==> src/rtl/uart_tx_arbiter_if.sv <==
`default_nettype none
// ============================================================================
// Module   : uart_tx_arbiter_if
// Brief    : Requester-side and UART-side handshake bundle for uart_tx_arbiter.
// Revision : 1.0 - initial release
// ============================================================================
interface uart_tx_arbiter_if #(
  parameter int NUM_REQ = 4
);
  logic [8*NUM_REQ-1:0] req_data;
  logic [NUM_REQ-1:0]   req_valid;
  logic [NUM_REQ-1:0]   req_last;
  logic [NUM_REQ-1:0]   req_ready;
  logic [7:0]           tx_data;
  logic                 tx_valid;
  logic                 tx_ready;
  logic [NUM_REQ-1:0]   grant;
  logic                 busy;

  modport master (
    output req_data, req_valid, req_last, tx_ready,
    input  req_ready, tx_data, tx_valid, grant, busy
  );

  modport slave (
    input  req_data, req_valid, req_last, tx_ready,
    output req_ready, tx_data, tx_valid, grant, busy
  );
endinterface
`default_nettype wire

==> src/rtl/uart_tx_arbiter.sv <==
`default_nettype none
// ============================================================================
// Module   : uart_tx_arbiter
// Brief    : Round-robin, packet-locking arbiter sharing one UART TX byte
//            stream; UART_ARB_TAG_EN adds an ASCII owner tag per grant.
// Revision : 1.0 - initial release
// ============================================================================
module uart_tx_arbiter #(
  parameter int NUM_REQ      = 4,
  parameter int MAX_BURST    = 16,
  parameter int IDLE_TIMEOUT = 64
) (
  input wire               clk,
  input wire               rst,
  uart_tx_arbiter_if.slave bus
);

  localparam int IW = $clog2(NUM_REQ);
  localparam int BW = $clog2(MAX_BURST + 1);
  localparam int TW = $clog2(IDLE_TIMEOUT + 1);

  localparam logic [BW-1:0]      C_MAX_BURST    = BW'(MAX_BURST);
  localparam logic [TW-1:0]      C_IDLE_TIMEOUT = TW'(IDLE_TIMEOUT);
  localparam logic [IW-1:0]      C_LAST_IDX     = IW'(NUM_REQ - 1);
  localparam logic [NUM_REQ-1:0] C_ONE          = {{(NUM_REQ-1){1'b0}}, 1'b1};

  localparam logic [1:0] S_IDLE = 2'd0;
  localparam logic [1:0] S_LOCK = 2'd1;
`ifdef UART_ARB_TAG_EN
  localparam logic [1:0] S_TAG  = 2'd2;
`endif

  logic [1:0]         state_q, state_d;
  logic [NUM_REQ-1:0] grant_q, grant_d;
  logic [IW-1:0]      last_ptr_q, last_ptr_d;
  logic [BW-1:0]      burst_cnt_q, burst_cnt_d;
  logic [TW-1:0]      idle_cnt_q, idle_cnt_d;

  logic               w_pick_found;
  logic [IW-1:0]      w_pick_idx;
  logic               w_own_valid;
  logic               w_own_last;
  logic [7:0]         w_own_data;
  logic               w_release;
  logic               w_tx_valid;
  logic [7:0]         w_tx_data;
  logic [NUM_REQ-1:0] w_req_ready;

  // last_ptr doubles as the owner index while a grant is held
  assign w_own_valid = bus.req_valid[last_ptr_q];
  assign w_own_last  = bus.req_last[last_ptr_q];
  assign w_own_data  = bus.req_data[8*last_ptr_q +: 8];

  always_comb begin
    w_pick_found = 1'b0;
    w_pick_idx   = '0;
    for (int k = 1; k <= NUM_REQ; k++) begin
      if (!w_pick_found && bus.req_valid[(int'(last_ptr_q) + k) % NUM_REQ]) begin
        w_pick_found = 1'b1;
        w_pick_idx   = IW'((int'(last_ptr_q) + k) % NUM_REQ);
      end
    end
  end

  always_ff @(posedge clk or posedge rst) begin
    if (rst) begin
      state_q     <= S_IDLE;
      grant_q     <= '0;
      last_ptr_q  <= C_LAST_IDX;
      burst_cnt_q <= '0;
      idle_cnt_q  <= '0;
    end else begin
      state_q     <= state_d;
      grant_q     <= grant_d;
      last_ptr_q  <= last_ptr_d;
      burst_cnt_q <= burst_cnt_d;
      idle_cnt_q  <= idle_cnt_d;
    end
  end

  always_comb begin
    state_d     = state_q;
    grant_d     = grant_q;
    last_ptr_d  = last_ptr_q;
    burst_cnt_d = burst_cnt_q;
    idle_cnt_d  = idle_cnt_q;
    w_release   = 1'b0;
    case (state_q)
      S_IDLE: begin
        if (w_pick_found) begin
          grant_d     = C_ONE << w_pick_idx;
          last_ptr_d  = w_pick_idx;
          burst_cnt_d = '0;
          idle_cnt_d  = '0;
`ifdef UART_ARB_TAG_EN
          state_d     = S_TAG;
`else
          state_d     = S_LOCK;
`endif
        end
      end
`ifdef UART_ARB_TAG_EN
      S_TAG: begin
        if (bus.tx_ready) state_d = S_LOCK;
      end
`endif
      S_LOCK: begin
        // a stalled byte (valid high, tx_ready low) leaves both counters alone
        if (w_own_valid && bus.tx_ready) begin
          burst_cnt_d = burst_cnt_q + 1'b1;
          idle_cnt_d  = '0;
          w_release   = w_own_last || (burst_cnt_d == C_MAX_BURST);
        end else if (!w_own_valid) begin
          idle_cnt_d  = idle_cnt_q + 1'b1;
          w_release   = (idle_cnt_d == C_IDLE_TIMEOUT);
        end
        if (w_release) begin
          state_d     = S_IDLE;
          grant_d     = '0;
          burst_cnt_d = '0;
          idle_cnt_d  = '0;
        end
      end
      default: begin
        state_d     = S_IDLE;
        grant_d     = '0;
        burst_cnt_d = '0;
        idle_cnt_d  = '0;
      end
    endcase
  end

  always_comb begin
    w_tx_valid  = 1'b0;
    w_tx_data   = '0;
    w_req_ready = '0;
    case (state_q)
      S_LOCK: begin
        w_tx_valid  = w_own_valid;
        w_tx_data   = w_own_data;
        w_req_ready = grant_q & {NUM_REQ{bus.tx_ready}};
      end
`ifdef UART_ARB_TAG_EN
      S_TAG: begin
        w_tx_valid  = 1'b1;
        w_tx_data   = 8'h30 + 8'(last_ptr_q);
      end
`endif
      default: ;
    endcase
  end

  assign bus.tx_valid  = w_tx_valid;
  assign bus.tx_data   = w_tx_data;
  assign bus.req_ready = w_req_ready;
  assign bus.grant     = grant_q;
  assign bus.busy      = |grant_q;

endmodule
`default_nettype wire

==> src/flat_wrapper.sv <==
// flat-port wrapper written by rule: the top's interface ports become plain ports
module uart_tx_arbiter_flat 
#(
  parameter int NUM_REQ      = 4,
  parameter int MAX_BURST    = 16,
  parameter int IDLE_TIMEOUT = 64
)
  (clk, rst, bus_req_data, bus_req_valid, bus_req_last, bus_tx_ready, bus_req_ready, bus_tx_data, bus_tx_valid, bus_grant, bus_busy);
  uart_tx_arbiter_if #(.NUM_REQ(NUM_REQ)) bus_i ();
  input wire clk;
  input wire rst;
  input wire logic [$bits(bus_i.req_data)-1:0] bus_req_data;
  input wire logic [$bits(bus_i.req_valid)-1:0] bus_req_valid;
  input wire logic [$bits(bus_i.req_last)-1:0] bus_req_last;
  input wire logic [$bits(bus_i.tx_ready)-1:0] bus_tx_ready;
  output wire logic [$bits(bus_i.req_ready)-1:0] bus_req_ready;
  output wire logic [$bits(bus_i.tx_data)-1:0] bus_tx_data;
  output wire logic [$bits(bus_i.tx_valid)-1:0] bus_tx_valid;
  output wire logic [$bits(bus_i.grant)-1:0] bus_grant;
  output wire logic [$bits(bus_i.busy)-1:0] bus_busy;
  assign bus_i.req_data = bus_req_data;
  assign bus_i.req_valid = bus_req_valid;
  assign bus_i.req_last = bus_req_last;
  assign bus_i.tx_ready = bus_tx_ready;
  assign bus_req_ready = bus_i.req_ready;
  assign bus_tx_data = bus_i.tx_data;
  assign bus_tx_valid = bus_i.tx_valid;
  assign bus_grant = bus_i.grant;
  assign bus_busy = bus_i.busy;
  uart_tx_arbiter #(.NUM_REQ(NUM_REQ), .MAX_BURST(MAX_BURST), .IDLE_TIMEOUT(IDLE_TIMEOUT)) u_core (.clk(clk), .rst(rst), .bus(bus_i));
endmodule
==> config.mk <==
export PLATFORM = sky130hd
export DESIGN_NAME = uart_tx_arbiter_flat
export DESIGN_NICKNAME = d
export VERILOG_FILES = /design/src/rtl/uart_tx_arbiter_if.sv /design/src/rtl/uart_tx_arbiter.sv /design/src/flat_wrapper.sv
export SDC_FILE = /design/constraint.sdc
export NUM_CORES = 1
export LEC_CHECK = 0
export CORE_UTILIZATION = 47
export DETAILED_ROUTE_END_ITERATION = 8
export GPL_TIMING_DRIVEN = 0
export PLACE_DENSITY = 0.85
export RECOVER_POWER = 100
export SYNTH_ARGS = -nofsm -noshare
export SYNTH_HDL_FRONTEND = slang
export SYNTH_SLANG_ARGS = --single-unit
==> constraint.sdc <==
create_clock -name clk -period 4.24 [get_ports clk]
set_input_delay 0.848 -clock clk [delete_from_list [all_inputs] [get_ports clk]]
set_output_delay 0.848 -clock clk [all_outputs]
set_load 0.01 [all_outputs]
==> flow_metrics.env <==
export IMPL_cts_buffers=3
export IMPL_routedWlPerCell_um=15.5
export IMPL_min_path_type="reg -> reg"
export IMPL_core_area_um2=3100
export IMPL_drive_above_1_share_pct=9.70
export IMPL_initial_utilization_pct=50.5
export IMPL_grt_max_degree=20
export IMPL_antenna_left=0
export IMPL_yosysSeqAreaShare_pct=30.5
export IMPL_clkTransAtPathRegs_ns=0.11
export IMPL_cts_sinks=19
export IMPL_yosysTopAreaCellShare_pct=27.1
export IMPL_crit_chain="dlygate4sd3_1 -> mux4_2 -> nand2_1 -> inv_1 -> dlygate4sd3_1"
export IMPL_synth_area_leader_cell="dfrtp_1"
export IMPL_relSlewSlack_pct=49.4
export IMPL_synth_area_top_cells="dfrtp_1, mux4_2, nand2_1"
export IMPL_holdPathStages=2
export IMPL_yosysMostFrequentCell="nand2_1"
export IMPL_diodes=0
export IMPL_fmax_ghz=0.277
export IMPL_finalSetupViolCount=0
export IMPL_worst_ir_drop_vdd_mv=0.311
export IMPL_cts_setup_buffers=0
export IMPL_netlist_top_cells_count="nand2_1, dfrtp_1, inv_1"
export IMPL_grt_pass1_wl_mm=7.17
export IMPL_htree_levels=1
export IMPL_cp_slowest_stage_delay_ns=0.62
export IMPL_clock_path_buffers=2
export IMPL_pin_count=61
export IMPL_ys_ff_latch=19
export IMPL_setup_tns_ns=0
export IMPL_drt_iter0_drc=123
export IMPL_die_h_um=59.8
export IMPL_synth_warnings=0
export IMPL_leakagePower_nw=0.937
export IMPL_wl_mm=4.37
export IMPL_cp_end_kind="output port"
export IMPL_arrival_ns=2.76
export IMPL_hp_start="u_core.idle_cnt_q[6]$_DFFE_PP0P_"
export IMPL_via_count=1548
export IMPL_async_flop_share_pct=100
export IMPL_yosys_most_used_dff="dfrtp_1"
export IMPL_rr_worst_depth=6
export IMPL_p_total_w=0.00115
export IMPL_rsz0062_at_grt="false"
export IMPL_crit_required_ns=3.39
export IMPL_path_max_fanout=6
export IMPL_slew_viol_final=0
export IMPL_area_growth_pct=42.7
export IMPL_finalCritPeriodShare_pct=85.2
export IMPL_critPathSlowestCell="dlygate4sd3_1"
export IMPL_drtPass1Iterations=4
export IMPL_die_area_um2=3570
export IMPL_track_usage_pct=27.2
export IMPL_r2r_start="u_core.last_ptr_q[0]$_DFFE_PP1P_"
export IMPL_netlist_area_um2=1570
export IMPL_die_x_um=59.8
export IMPL_critPathLaunchType="input pin"
export IMPL_gp_congestion=0.798
export IMPL_grt_pass1_vias=1464
export IMPL_min_period_ns=3.61
export IMPL_synth_edf_count=0
export IMPL_outcome="complete, no violations"
export IMPL_synth_distinct_cells=46
export IMPL_power_density_nw_per_um2=513
export IMPL_rrSetupSlack_ns=1.93
export IMPL_cts_tree="done"
export IMPL_criticalPathCategory="in -> out"
export IMPL_fp_row_count=20
export IMPL_path_common_cell="dlygate4sd3_1"
export IMPL_final_hold_viol_count=0
export IMPL_ctsResizeCount=0
export IMPL_final_nets=284
export IMPL_max_cap_viol_count=0
export IMPL_synth_fp_nets=219
export IMPL_syn_inst=173
export IMPL_clock_skew_ns=0.00218
export IMPL_drcViolationCount=0
export IMPL_viasPerCell=5.51
export IMPL_hpwl_mm=3.45
export IMPL_worst_pin_slew_ns=0.759
export IMPL_min_to="u_core.idle_cnt_q[6]$_DFFE_PP0P_"
export IMPL_hold_buffers=0
export IMPL_root_buffer="clkbuf_4"
export IMPL_overflow=0
export IMPL_avgSynthCellArea_um2=9.06
export IMPL_r2r_end="u_core.idle_cnt_q[4]$_DFFE_PP0P_"
export IMPL_io_buffer_count=60
export IMPL_grt_antenna_before_repair=0
export IMPL_clock_latency_ns=0.30
worst max-delay path: cells and delay by family:
kind,cells,cell delay [ns]
buf+inv,3,1.26
mux,1,0.55
simple gates,1,0.11
state kept, by name (all words and copies together) (netlist names):
signal	flops
u_core.burst_cnt_q	5
u_core.bus.grant	4
u_core.idle_cnt_q	7
u_core.last_ptr_q	2
u_core.state_q	1
layout make-up:
| class | count | area, um^2 |
|---|---|---|
| Tap cell | 44 | 55.1 |
| Sequential cell | 19 | 478 |
| Clock buffer | 4 | 26.3 |
| Timing Repair Buffer | 60 | 601 |
| Inverter | 10 | 37.5 |
| Buffer | 11 | 51.3 |
| Fill cell | 237 | 866 |
| Multi-Input combinational cell | 133 | 988 |
metal layers:
metal	wire [um]	share of wire [%]	GRT usage, %	vias up
met3	196	4.5	4.11	4
met4	19	0.44	2.99	0
met1	1880	43	37.7	740
met2	2270	52	46.3	41
met5	0	0	0	-
li1	-	-	-	763
cell families after synthesis:
| family | count (synthesis) | synth area share, % |
|---|---|---|
| buffers and inverters | 21 | 6.30 |
| xor gates and xnor gates | 4 | 2.23 |
| and+or+nand+nor | 74 | 25.5 |
| muxes | 13 | 16.6 |
| DFF | 19 | 30.5 |
| adders and majority gates | 3 | 2.39 |
| AOI/OAI and AO/OA | 39 | 16.5 |
how the worst max path moves through the flow:
stage / startpoint / depth (start not counted) / slack (ns) / endpoint
3_3_place_gp: bus_req_valid[3] / 5 / 0.88 / bus_tx_valid
6_report: bus_req_valid[3] / 5 / 0.63 / bus_tx_valid
2_1_floorplan: u_core.last_ptr_q[0]$_DFFE_PP1P_ / 4 / 1.82 / bus_tx_data[0]
5_1_grt: bus_req_valid[3] / 5 / 0.58 / bus_tx_valid
3_5_place_dp: bus_req_valid[3] / 5 / 0.86 / bus_tx_valid
4_1_cts: u_core.last_ptr_q[1]$_DFFE_PP1P_ / 5 / 0.84 / bus_tx_data[3]
placed cells by master, fill, tap and decap left out, drive strengths merged, types with 2 or more instances in the layout:
| master | netlist | routed |
|---|---|---|
| a211o | 2 | 2 |
| a21o | 2 | 2 |
| a21oi | 8 | 8 |
| a22oi | 4 | 4 |
| a31o | 2 | 2 |
| a31oi | 2 | 2 |
| and2 | 11 | 11 |
| and3 | 6 | 6 |
| buf | 7 | 4 |
| clkbuf | 4 | 11 |
| clkdlybuf4s50 | 0 | 43 |
| dfrtp | 17 | 17 |
| dfstp | 2 | 2 |
| dlygate4sd3 | 0 | 17 |
| ha | 3 | 3 |
| inv | 10 | 10 |
| mux2i | 2 | 2 |
| mux4 | 10 | 10 |
| nand2 | 22 | 22 |
| nand2b | 3 | 3 |
| nand3 | 6 | 6 |
| nand4 | 3 | 3 |
| nand4b | 3 | 3 |
| nor2 | 8 | 8 |
| nor3 | 2 | 2 |
| nor4b | 2 | 2 |
| o211ai | 2 | 2 |
| o21ai | 9 | 9 |
| o41ai | 2 | 2 |
| or2 | 2 | 2 |
| or3 | 2 | 2 |
| xnor2 | 4 | 4 |
where the power goes:
| group | total [W] | switching, W | leakage, nW | internal, W |
|---|---|---|---|---|
| registers | 0.000290 | 0.0000517 | 0.248 | 0.000238 |
| clock network | 0.0000942 | 0.0000574 | 0.0150 | 0.0000367 |
| logic | 0.000763 | 0.000369 | 0.674 | 0.000394 |
through the flow:
stage	cell area, um^2	std cells	worst slack, ns	hold slack (ns)	util [%]
6_report	2240	281	0.627	0.540	72.1
5_1_grt	2240	281	0.576	0.553	72.1
4_1_cts	2250	281	0.837	0.531	72.5
3_5_place_dp	2220	277	0.860	0.504	71.7
3_3_place_gp	2220	277	0.881	0.480	71.7
2_1_floorplan	1570	173	1.82	0.464	-
Note: power is estimated with default switching activity, not from simulation.
